### src/rtl/regfile_pkg.sv
// Shared register-file types and default geometry.
// Also used by the decode-stage hazard unit.
package regfile_pkg;

  typedef enum logic {
    CLEAR = 1'b0,
    READY = 1'b1
  } rf_state_e;

  localparam int RF_WIDTH = 32;
  localparam int RF_DEPTH = 32;

endpackage

### src/rtl/regfile_scoreboard.sv
// Pending-write scoreboard: one busy bit per register,
// set at issue, cleared at writeback, looked up per read port.
module regfile_scoreboard
  import regfile_pkg::*;
#(
  parameter int DEPTH    = RF_DEPTH,
  parameter int AW       = $clog2(DEPTH),
  parameter int NUM_RD   = 2,
  parameter int ZERO_REG = 1,
  parameter int BYPASS   = 1
) (
  input  logic                 clk,
  input  logic                 reset,
  input  logic                 clr_all_i,
  input  logic                 set_i,
  input  logic [AW-1:0]        set_addr_i,
  input  logic                 clr_i,
  input  logic [AW-1:0]        clr_addr_i,
  input  logic [NUM_RD*AW-1:0] lk_addr_i,
  output logic [NUM_RD-1:0]    lk_busy_o
);

  logic [DEPTH-1:0] busy_q;
  logic [DEPTH-1:0] busy_d;

  // Next busy vector: clear first so a same-cycle set wins.
  always_comb begin
    busy_d = busy_q;
    if (clr_i) busy_d[clr_addr_i] = 1'b0;
    if (set_i) busy_d[set_addr_i] = 1'b1;
    if (ZERO_REG != 0) busy_d[0] = 1'b0;
    if (clr_all_i) busy_d = '0;
  end

  // Busy vector register.
  always_ff @(posedge clk or posedge reset) begin
    if (reset) busy_q <= '0;
    else       busy_q <= busy_d;
  end

  for (genvar k = 0; k < NUM_RD; k++) begin : g_lk
    logic [AW-1:0] a;
    logic          fwd;
    assign a   = lk_addr_i[k*AW +: AW];
    // A same-cycle writeback is forwarded, so it does not stall.
    assign fwd = (BYPASS != 0) && clr_i && (clr_addr_i == a);
    assign lk_busy_o[k] = busy_q[a] & ~fwd;
  end

endmodule

### src/rtl/regfile_multiport.sv
// Multi-read-port integer register file with sequenced clear,
// optional zero register, write bypass and pending-write scoreboard.
module regfile_multiport
  import regfile_pkg::*;
#(
  parameter int  WIDTH    = RF_WIDTH,
  parameter int  DEPTH    = RF_DEPTH,
  parameter int  NUM_RD   = 2,
  parameter int  ZERO_REG = 1,
  parameter int  BYPASS   = 1,
  localparam int AW       = $clog2(DEPTH)
) (
  input  logic                    clk,
  input  logic                    reset,
  input  logic                    clear_req,
  output logic                    ready,
  input  logic [NUM_RD*AW-1:0]    rd_addr,
  output logic [NUM_RD*WIDTH-1:0] rd_data,
  output logic [NUM_RD-1:0]       rd_busy,
  input  logic                    wr_en,
  input  logic [AW-1:0]           wr_addr,
  input  logic [WIDTH-1:0]        wr_data,
  input  logic                    busy_set,
  input  logic [AW-1:0]           busy_addr
);

  rf_state_e  state_q, state_d;
  logic [AW-1:0] clr_cnt_q, clr_cnt_d;

  logic [WIDTH-1:0] mem_q [DEPTH];

  logic          in_clr;
  logic          wr_ok;
  logic          wr_fwd;
  logic          mem_we;
  logic [AW-1:0] mem_wa;
  logic [WIDTH-1:0] mem_wd;
  logic [NUM_RD-1:0] sb_busy;

  assign ready  = (state_q == READY);
  assign in_clr = ~ready;

  // Writes are only honoured in READY and never alongside a clear request.
  assign wr_ok  = ready & ~clear_req & wr_en;
  assign wr_fwd = wr_ok & ~((ZERO_REG != 0) && (wr_addr == '0));

  // Single array write port shared by the sweep and writeback.
  assign mem_we = in_clr | wr_fwd;
  assign mem_wa = in_clr ? clr_cnt_q : wr_addr;
  assign mem_wd = in_clr ? '0 : wr_data;

  // Next-state logic for the clear sequencer.
  always_comb begin
    state_d   = state_q;
    clr_cnt_d = clr_cnt_q;
    unique case (state_q)
      CLEAR: begin
        clr_cnt_d = clr_cnt_q + 1'b1;
        if (clr_cnt_q == AW'(DEPTH - 1)) state_d = READY;
      end
      READY: begin
        if (clear_req) begin
          state_d   = CLEAR;
          clr_cnt_d = '0;
        end
      end
      default: begin
        state_d   = CLEAR;
        clr_cnt_d = '0;
      end
    endcase
  end

  // Sequencer state and sweep pointer.
  always_ff @(posedge clk or posedge reset) begin
    if (reset) begin
      state_q   <= CLEAR;
      clr_cnt_q <= '0;
    end else begin
      state_q   <= state_d;
      clr_cnt_q <= clr_cnt_d;
    end
  end

  // Storage array, deliberately without reset.
  always_ff @(posedge clk) begin
    if (mem_we) mem_q[mem_wa] <= mem_wd;
  end

  for (genvar k = 0; k < NUM_RD; k++) begin : g_rd
    logic [AW-1:0]    a;
    logic [WIDTH-1:0] v;
    assign a = rd_addr[k*AW +: AW];
    // Read mux with bypass, zero-register and clear overrides.
    always_comb begin
      v = mem_q[a];
      if ((BYPASS != 0) && wr_fwd && (wr_addr == a)) v = wr_data;
      if ((ZERO_REG != 0) && (a == '0)) v = '0;
      if (in_clr) v = '0;
    end
    assign rd_data[k*WIDTH +: WIDTH] = v;
  end

  regfile_scoreboard #(
    .DEPTH    (DEPTH),
    .AW       (AW),
    .NUM_RD   (NUM_RD),
    .ZERO_REG (ZERO_REG),
    .BYPASS   (BYPASS)
  ) u_sb (
    .clk        (clk),
    .reset      (reset),
    .clr_all_i  (in_clr | clear_req),
    .set_i      (ready & ~clear_req & busy_set),
    .set_addr_i (busy_addr),
    .clr_i      (wr_ok),
    .clr_addr_i (wr_addr),
    .lk_addr_i  (rd_addr),
    .lk_busy_o  (sb_busy)
  );

  assign rd_busy = ready ? sb_busy : '0;

endmodule

### config.mk
export PLATFORM = sky130hd
export DESIGN_NAME = regfile_multiport
export DESIGN_NICKNAME = d
export VERILOG_FILES = /design/src/rtl/regfile_pkg.sv /design/src/rtl/regfile_scoreboard.sv /design/src/rtl/regfile_multiport.sv
export SDC_FILE = /design/constraint.sdc
export NUM_CORES = 1
export LEC_CHECK = 0
export CAP_MARGIN = 30
export CORE_MARGIN = 3
export CORE_UTILIZATION = 62
export DETAILED_ROUTE_END_ITERATION = 10
export HOLD_SLACK_MARGIN = 0.02
export PLACE_DENSITY = 0.78
export SYNTH_ARGS = -nofsm -noshare
export SYNTH_HDL_FRONTEND = slang
export SYNTH_SLANG_ARGS = --single-unit
### constraint.sdc
create_clock -name clk -period 4.2 [get_ports clk]
set_clock_uncertainty 0.2 [all_clocks]
set_input_delay 0.63 -clock clk [delete_from_list [all_inputs] [get_ports clk]]
set_output_delay 0.63 -clock clk [all_outputs]
set_load 0.01 [all_outputs]
==> flow_summary.json <==
{
  "outcome": "finished with violations",
  "violations": "setup timing",
  "grt_max_degree": 76,
  "first_pass_iters": 6,
  "cp.required_ps": 3370,
  "grt_first_pass_wirelength_mm": 240,
  "utilization_pct": 74.2,
  "worstSetupPathType": "input port to output pin",
  "synth-edff-count": 1024,
  "yosys_warnings": 0,
  "drt_iter0_drc": 5414,
  "ant_nets": 0,
  "drc_errors": 0,
  "ys.flop_type": "edfxtp_1",
  "multi_input_area_sq_mm": 0.0184,
  "min_period_ps": 4210,
  "slew_headroom_pct": 26.7,
  "clock_path_buffers": 3,
  "critical_path.max_fanout": 28,
  "hp-class": "input port to async pin",
  "finalCritPeriodShare_pct": 100,
  "pin_count": 124,
  "htreeDepth": 3,
  "async_reset_ff_share_pct": 3.49,
  "synth_top_area_cell": "edfxtp_1",
  "ys_ff_latch": 1061,
  "drt-wirelength-per-cell_um": 39.0,
  "worst_slack_ps": -9.46,
  "synth_cell_type_count": 46,
  "coreArea_sq_mm": 0.0805,
  "yosysTopAreaCellShare_pct": 60.9,
  "met3_length_mm": 25.3,
  "syn_avg_cell_area_sq_um": 17.9,
  "synthTopCellsByArea": "edfxtp_1 (61%), mux4_2 (19%), mux2i_1 (5.1%), a211oi_1 (1.9%), dfrtp_1 (1.8%)",
  "clock_latency_ps": 680,
  "grt_pass1_vias": 34300,
  "dp_hpwl_mm": 98.8,
  "yosysSeqAreaShare_pct": 62.7,
  "via_per_inst": 7.88,
  "cts_tree": "built",
  "rows": 104,
  "setup_viol": 1,
  "clk_pin_slew_ps": 60,
  "antenna_found_initial": 0,
  "grt_overflow": 0,
  "cts_hold_buf": 0,
  "m1WireLength_mm": 53.6,
  "synthesis.area_sq_mm": 0.0505,
  "crit_arrival_ps": 3380,
  "die_area_sq_mm": 0.0849,
  "place_congestion": 0.906,
  "critPathCaptureType": "output pin",
  "fmax_ghz": 0.238,
  "cts.sinks": 1061,
  "slew_viol_final": 0,
  "synth_commonest_cells": "edfxtp_1 (1024), mux4_2 (436), mux2i_1 (258), a211oi_1 (126), clkbuf_1 (113)",
  "syn_inst": 2816,
  "drive_gt1_share_pct": 32.0,
  "finalNetCount": 3171,
  "fillers": 4347,
  "power.leakage_nw": 20.4,
  "grt_usage_pct": 39.3,
  "max-vdd-ir-drop_mv": 0.407,
  "total_power_mw": 29.6,
  "start_util_pct": 62.7,
  "register_area_sq_mm": 0.0317,
  "highest_layer": "met4",
  "dieHeight_um": 291,
  "syn2layout_area_growth_pct": 18.3,
  "cap_violations": 0,
  "syn_nets": 2875,
  "cts_buffers": 106,
  "power_density_mw_per_mm2": 496,
  "start_kind": "input port",
  "chipWidth_um": 291,
  "grt_setup_unrepaired": "yes",
  "root_buffer": "clkbuf_16",
  "yosysMostFrequentCell": "edfxtp_1",
  "wl_met2_mm": 75.7,
  "worst_slew_pin_slew_ps": 1100,
  "route.vias.total": 33600,
  "final_hold_viol_count": 0,
  "drt-total-wl_mm": 166,
  "port_buffers": 123
}
state kept, by name, summed over array words and instances, names as in the netlist:
name / cells
ready: 1
u_sb.busy_q: 31
mem_q: 1024
clr_cnt_q: 5
layout by cell type, fill, tap and decap left out, types with 9 or more instances in the layout:
| cell | count |
|---|---|
| mux2i_1 | 258 |
| o21ai_1 | 40 |
| nand2_1 | 62 |
| clkinv_2 | 22 |
| buf_16 | 11 |
| nor2_1 | 27 |
| nor2b_1 | 47 |
| clkbuf_1 | 15 |
| nor2_4 | 34 |
| buf_12 | 72 |
| a211oi_2 | 43 |
| xnor2_1 | 11 |
| buf_4 | 204 |
| dfrtp_1 | 36 |
| and2_1 | 32 |
| nand3_1 | 26 |
| a211o_1 | 64 |
| dlygate4sd2_1 | 17 |
| a211oi_4 | 11 |
| o21ai_0 | 56 |
| clkdlybuf4s50_1 | 91 |
| a21oi_1 | 58 |
| clkbuf_16 | 114 |
| mux4_2 | 436 |
| edfxtp_1 | 1024 |
| nor3_4 | 9 |
| a211oi_1 | 72 |
| clkinv_1 | 25 |
| o22ai_1 | 78 |
| bufinv_16 | 15 |
| o221ai_1 | 86 |
routing by layer:
metal | GRT usage (%) | up-vias
li1 | - | 12600
met1 | 51.4 | 16900
met2 | 58.6 | 3302
met3 | 12.7 | 702
met4 | 23.0 | 0
met5 | 0 | -
repair_timing:
action / CTS / global route
pin swaps: 13 / 2
endpoints found under the setup margin: 61 / 25
buffers inserted: 10 / 2
cloned: 3 / 0
resized for setup: 120 / 16
metrics by stage:
| stage | setup slack [ps] | setup TNS, ps | hold slack [ps] | area (sq um) | instances |
|---|---|---|---|---|---|
| floorplan | 616 | 0 | 293 | 50500 | 2816 |
| global placement | -657 | -8450 | 323 | 55000 | 4027 |
| detailed placement | -475 | -8850 | 335 | 55200 | 4036 |
| CTS | 17.3 | 0 | 168 | 59400 | 4244 |
| global route | -13.2 | -13.2 | 220 | 59700 | 4259 |
| finish | -9.46 | -9.46 | 172 | 59800 | 4264 |
kinds of logic (layout without fill, tap and decap cells):
group                    count (synthesis)  in the layout  share of synthesized area (%)
flip-flops                            1061           1061                           62.7
AND/OR/NAND/NOR                        276            276                           2.75
XOR/XNOR                                12             12                          0.208
multiplexers                           697            697                           24.6
other                                    0              5                              0
buffers and inverters                  243            626                           2.36
adder cells (fa/ha/maj)                  2              2                         0.0495
AO/OA/AOI/OAI                          525            525                           7.28
area by class of cell:
cell class | instances | share of cell area, %
antenna | 5 | 0.0209
tap | 1060 | 2.22
clock buffer | 124 | 4.64
inverter | 9 | 0.0565
sequential | 1061 | 53.0
timing repair buffer | 422 | 7.98
multi-input combinational | 1512 | 30.8
clock inverter | 71 | 1.25
path summary, 6_finish.rpt:
path | from | endpoint | slack [ps] | depth (start not counted)
hold / removal | reset | ready | 170 | 3
setup / recovery | rd_addr[0] | rd_data[4] | -9 | 9
setup reg to reg | ready | mem_q[5][14] | 820 | 6
max in group asynchronous | reset | ready | 3270 | 3
hold reg to reg | clr_cnt_q[4] | clr_cnt_q[4] | 350 | 2
min in group clk | clr_cnt_q[4] | clr_cnt_q[4] | 350 | 2
critical path, cell delays in order:
cell	delay, ps
buf_12	320
buf_12	250
buf_4	220
mux2i_1	250
o221ai_1	220
o21ai_0	470
a21oi_1	150
a211o_1	330
clkdlybuf4s50_1	490
power breakdown:
part	leakage, nW	switching (mW)	internal [mW]
registers	10.0	0.590	13.3
logic	8.67	3.78	2.23
clock network	1.73	4.10	5.63
Note: power is estimated with default switching activity, not from simulation.
